--- src/rtl/mtimer.sv ---
// rtl/mtimer.sv - memory-mapped 64-bit machine timer with prescaler, compare and level interrupt
`default_nettype none

module mtimer #(
   parameter int          PRESC_W   = 8,
   parameter logic [63:0] RESET_CMP = 64'hFFFF_FFFF_FFFF_FFFF
) (
   input  logic        clk,
   input  logic        rst,
   input  logic        tmr_sel,
   input  logic        tmr_wr,
   input  logic        tmr_rd,
   input  logic [31:0] tmr_addr32,
   input  logic [31:0] tmr_wdata,
   output logic [31:0] tmr_rdata,
   output logic        tmr_rvalid,
   output logic        timer_irq
);

   // Word offsets within the block
   localparam logic [2:0] A_MTIME_LO = 3'd0;
   localparam logic [2:0] A_MTIME_HI = 3'd1;
   localparam logic [2:0] A_CMP_LO   = 3'd2;
   localparam logic [2:0] A_CMP_HI   = 3'd3;
   localparam logic [2:0] A_CTRL     = 3'd4;
   localparam logic [2:0] A_STATUS   = 3'd5;

   // Architectural state
   logic [63:0]        mtime;
   logic [63:0]        mtimecmp;
   logic               en;
   logic [PRESC_W-1:0] presc;
   logic [PRESC_W-1:0] presc_cnt;
   logic [31:0]        hi_shadow;

   // Bus decode
   logic [2:0]  idx;
   logic        wr_acc;
   logic        rd_acc;
   logic        wr_mtime_lo;
   logic        wr_mtime_hi;
   logic        wr_cmp_lo;
   logic        wr_cmp_hi;
   logic        wr_ctrl;
   logic        rd_mtime_lo;
   logic        tick;
   logic        cmp_hit;
   logic [31:0] ctrl_view;
   logic [31:0] rd_mux;

   // Only addr[4:2] select a register; the rest of the address is don't-care
   logic unused_addr_bits;
   assign unused_addr_bits = ^{tmr_addr32[31:5], tmr_addr32[1:0]};

   assign idx    = tmr_addr32[4:2];
   assign wr_acc = tmr_sel & tmr_wr;
   assign rd_acc = tmr_sel & tmr_rd;

   assign wr_mtime_lo = wr_acc & (idx == A_MTIME_LO);
   assign wr_mtime_hi = wr_acc & (idx == A_MTIME_HI);
   assign wr_cmp_lo   = wr_acc & (idx == A_CMP_LO);
   assign wr_cmp_hi   = wr_acc & (idx == A_CMP_HI);
   assign wr_ctrl     = wr_acc & (idx == A_CTRL);
   assign rd_mtime_lo = rd_acc & (idx == A_MTIME_LO);

   // A tick is the last cycle of a prescale period while counting is enabled
   assign tick    = en & (presc_cnt == presc);
   assign cmp_hit = (mtime >= mtimecmp);

   // CTRL readback: EN in bit 0, PRESC in its field, everything else zero
   always_comb begin
      ctrl_view                = '0;
      ctrl_view[0]             = en;
      ctrl_view[8 +: PRESC_W]  = presc;
   end

   // Read data selection uses pre-edge values, so a same-cycle write is not visible
   always_comb begin
      rd_mux = '0;
      case (idx)
         A_MTIME_LO: rd_mux = mtime[31:0];
         A_MTIME_HI: rd_mux = hi_shadow;
         A_CMP_LO:   rd_mux = mtimecmp[31:0];
         A_CMP_HI:   rd_mux = mtimecmp[63:32];
         A_CTRL:     rd_mux = ctrl_view;
         A_STATUS:   rd_mux = {31'd0, timer_irq};
         default:    rd_mux = '0;
      endcase
   end

   // Control register: enable and prescale divisor
   always_ff @(posedge clk or negedge rst) begin
      if (!rst) begin
         en    <= 1'b0;
         presc <= '0;
      end else if (wr_ctrl) begin
         en    <= tmr_wdata[0];
         presc <= tmr_wdata[8 +: PRESC_W];
      end
   end

   // Prescale counter: restarts on any CTRL write, parked at 0 while disabled
   always_ff @(posedge clk or negedge rst) begin
      if (!rst) begin
         presc_cnt <= '0;
      end else if (wr_ctrl || !en || tick) begin
         presc_cnt <= '0;
      end else begin
         presc_cnt <= presc_cnt + 1'b1;
      end
   end

   // mtime: a software write to either half wins over a coincident tick
   always_ff @(posedge clk or negedge rst) begin
      if (!rst) begin
         mtime <= '0;
      end else if (wr_mtime_lo) begin
         mtime[31:0] <= tmr_wdata;
      end else if (wr_mtime_hi) begin
         mtime[63:32] <= tmr_wdata;
      end else if (tick) begin
         mtime <= mtime + 64'd1;
      end
   end

   // mtimecmp: halves are written independently, no atomic update
   always_ff @(posedge clk or negedge rst) begin
      if (!rst) begin
         mtimecmp <= RESET_CMP;
      end else if (wr_cmp_lo) begin
         mtimecmp[31:0] <= tmr_wdata;
      end else if (wr_cmp_hi) begin
         mtimecmp[63:32] <= tmr_wdata;
      end
   end

   // Hi shadow: captured alongside a LO read so LO-then-HI forms one snapshot
   always_ff @(posedge clk or negedge rst) begin
      if (!rst) begin
         hi_shadow <= '0;
      end else if (rd_mtime_lo) begin
         hi_shadow <= mtime[63:32];
      end
   end

   // Read response: one-cycle valid pulse, data holds after the pulse
   always_ff @(posedge clk or negedge rst) begin
      if (!rst) begin
         tmr_rvalid <= 1'b0;
         tmr_rdata  <= '0;
      end else begin
         tmr_rvalid <= rd_acc;
         if (rd_acc) begin
            tmr_rdata <= rd_mux;
         end
      end
   end

   // Interrupt level registered from the pre-edge compare result
   always_ff @(posedge clk or negedge rst) begin
      if (!rst) begin
         timer_irq <= 1'b0;
      end else begin
         timer_irq <= en & cmp_hit;
      end
   end

endmodule

`default_nettype wire

--- config.mk ---
export PLATFORM = sky130hd
export DESIGN_NAME = mtimer
export DESIGN_NICKNAME = d
export VERILOG_FILES = /design/src/rtl/mtimer.sv
export SDC_FILE = /design/constraint.sdc
export NUM_CORES = 1
export LEC_CHECK = 0
export BUFFER_PORTS_ARGS = -buffer_cell sky130_fd_sc_hd__buf_2
export CORE_MARGIN = 10
export CORE_UTILIZATION = 42
export DETAILED_ROUTE_END_ITERATION = 12
export GPL_TIMING_DRIVEN = 0
export PLACE_DENSITY = 0.57
export SETUP_SLACK_MARGIN = 0.15
export SYNTH_ARGS = -nofsm -noshare
export SYNTH_HDL_FRONTEND = slang
export SYNTH_SLANG_ARGS = --single-unit
--- constraint.sdc ---
create_clock -name clk -period 2.7 [get_ports clk]
set_clock_uncertainty 0.1 [all_clocks]
set_input_delay 0.54 -clock clk [delete_from_list [all_inputs] [get_ports clk]]
set_output_delay 0.54 -clock clk [all_outputs]
set_load 0.03 [all_outputs]
==> impl_metrics.yaml <==
outcome:
  outcome: "finished with violations"
  violations: "hold timing"
clock_network:
  insertion_delay_ns: 0.53
  clk_pin_slew_ns: 0.06
  cts.htree.levels: 1
  cts_made_buffers: 25
  cts_root_buf: "clkbuf_16"
  cts_sinks: 211
  clockBufferDepth: 3
  postCtsHoldBufs: 0
  cts_tree: "done"
worst_setup_path:
  arrival_ns: 2.92
  start_kind: "flip-flop"
  end_kind: "flip-flop"
  setup.worst_path.class: "flip-flop to flip-flop"
  r2r_slack_ns: 0.08
  required_ns: 3.00
  cp_max_fo: 3
finish:
  antenna_cells: 0
  multi_input_area_mm2: 0.00631
  syn_to_final_growth_pct: 23.2
  final_nets: 1543
  final-seq-area_mm2: 0.00538
  drive_gt1_frac: 0.277
  post-route-util: 0.523
  nFillCells: 2617
yosys:
  synth_top_cells_by_area: "dfrtp_1 31%, dfstp_2 14%, ha_1 7.0%, o21ai_0 6.4%, nand2_1 5.7%"
  avgSynthCellArea_um2: 9.42
  synth-main-ff-cell: "dfrtp_1"
  synthCells: 1244
  yosysMostFrequentCell: "nand2_1"
  ys_seq_area_frac: 0.457
  yosysTopAreaCell: "dfrtp_1"
  synth-edff-count: 0
  yosysUniqueCellTypes: 64
  synthTopCellsByCount: "177 x nand2_1, 149 x o21ai_0, 147 x dfrtp_1"
  async_flop_share: 1.00
  synth_area_mm2: 0.0117
  synth_seq_cells: 211
  ys_warn_count: 0
  synth_nets: 1379
  yosysTopAreaCellShare: 0.314
placement:
  post-dp-hpwl_mm: 29.5
  port_buffers: 71
  gp_congestion: 0.927
die:
  core_mm2: 0.0276
  rows: 61
  io_pins: 103
  initial_core_util: 0.424
  die_area_mm2: 0.0350
  die_height_um: 187
  dieWidth_um: 187
routing:
  dr.pass1.iters: 5
  drt_iter0_drc: 763
  vias: 10500
  antenna_left: 0
  route.detailed.drc: 0
  wl_per_cell_um: 23.1
  routed_wl_mm: 41.7
  viasPerCell: 5.83
sta:
  finalHoldViolCount: 6
  period_needed_ns: 2.62
  rsz0062_at_grt: "yes"
  fmax_mhz: 382
  worstMarginPinSlew_ns: 0.899
  post-route-period-util: 0.969
  setup_violations: 0
  slew_headroom: 0.401
  hold_ws_ns: -0.00557
  slew_violations: 0
global_routing:
  grt_pass1_wl_mm: 63.8
  grt-ovfl-total: 0
  grt_usage: 0.231
  grt_pass1_vias: 10500
  antenna_found_initial: 1
  grt_max_degree: 115
worst_hold_path:
  hold_class: "primary input to asynchronous set/reset pin"
pwr:
  irDropWorstVdd_mv: 0.480
  p_per_area_mw_per_mm2: 741
  leakage_nw: 6.14
  p_total_mw: 10.7
job:
  max_cap_viol_count: 0
==> report_power, final <==
part / total, mW / switching (mW) / internal [mW]
clock network: 3.29 / 1.35 / 1.94
logic: 2.77 / 1.57 / 1.20
registers: 4.64 / 0.648 / 4.00
==> final timing paths <==
kind	depth (start not counted)	endpoint	start
min in group clk	3	mtimecmp[29]$_DFFE_PN1P_	tmr_wdata[29]
max in group asynchronous	2	mtime[38]$_DFFE_PN0P_	rst
worst max register to register	8	timer_irq$_DFF_PN0_	mtimecmp[11]$_DFFE_PN1P_
worst max-delay path	8	timer_irq$_DFF_PN0_	mtimecmp[11]$_DFFE_PN1P_
worst min register to register	2	tmr_rdata[25]$_DFFE_PN0P_	tmr_rdata[25]$_DFFE_PN0P_
worst min-delay path	1	presc_cnt[0]$_DFF_PN0_	rst
==> layout by cell type (no fill, tap or decap), types with 6 or more instances in the layout <==
cell	n
nand2_1	175
o21ai_0	145
dfrtp_1	130
buf_2	75
inv_1	72
dfstp_2	64
buf_4	61
ha_1	58
nand3_1	48
a21oi_1	47
mux2_2	44
clkbuf_1	43
nor2_1	37
xor2_1	29
nand4_1	28
a22o_1	25
a22oi_1	25
clkbuf_16	25
a221oi_1	22
clkbuf_2	19
dfrtp_2	17
xnor2_1	16
and3_1	12
nor2b_1	12
a21o_1	11
o221ai_1	9
o21a_1	9
o22ai_1	8
ha_4	8
buf_1	7
nor3_4	7
nor3_1	6
and4_1	6
==> kinds of logic (layout without fill, tap and decap cells) <==
group	after synthesis	count (layout)	share of synthesized area
flops	211	211	0.457
fa+ha+maj	66	66	0.0704
simple gates	391	391	0.164
xor+xnor	45	45	0.0336
mux	46	46	0.0440
buf+inv	141	323	0.0454
compound gates	344	344	0.186
==> final cells by class <==
type,instances,area share
buffer,65,0.0195
clock buffer,41,0.0509
clock inverter,4,0.00312
inverter,76,0.0199
multi-input combinational,892,0.437
sequential,211,0.373
tap,378,0.0328
timing repair buffer,137,0.0644
==> layer usage <==
metal,vias to the layer above,GRT usage,part of all wire
li1,4827,-,-
met1,5218,0.317,0.44
met2,388,0.357,0.45
met3,91,0.0410,0.066
met4,0,0.0847,0.042
met5,-,0,0
==> timing repair <==
item                       4_1_cts  5_1_grt
buffers inserted                32       33
gates resized for setup         72       75
setup endpoints to repair      179      150
pin swaps                       18       24
==> through the flow <==
| step | worst slack, ns | TNS, ns | area [um^2] | std cells |
|---|---|---|---|---|
| 5_1_grt | 0.0203 | 0 | 14400 | 1804 |
| 6_report | 0.0846 | 0 | 14400 | 1804 |
| 4_1_cts | 0.115 | 0 | 13900 | 1771 |
| 3_5_place_dp | -1.27 | -151.54 | 12600 | 1694 |
| 2_1_floorplan | 0.143 | 0 | 11700 | 1244 |
| 3_3_place_gp | -2.86 | -666.68 | 12600 | 1693 |
==> state kept, by name, summed over array words and instances (netlist names), 8 cells and up <==
register,cells
mtime,64
tmr_rdata,32
mtimecmp,64
presc_cnt,8
presc,8
hi_shadow,32
==> critical path, stage by stage, from the launching register on <==
cell and delay, ns:
dfstp_2 0.54, inv_4 0.05, ha_4 0.26, nand4_1 0.21
nor4_2 0.39, o21ai_1 0.16, a311oi_4 0.35, nor3_2 0.09
o211ai_1 0.33
No activity file was read; power rests on OpenSTA's default activity.
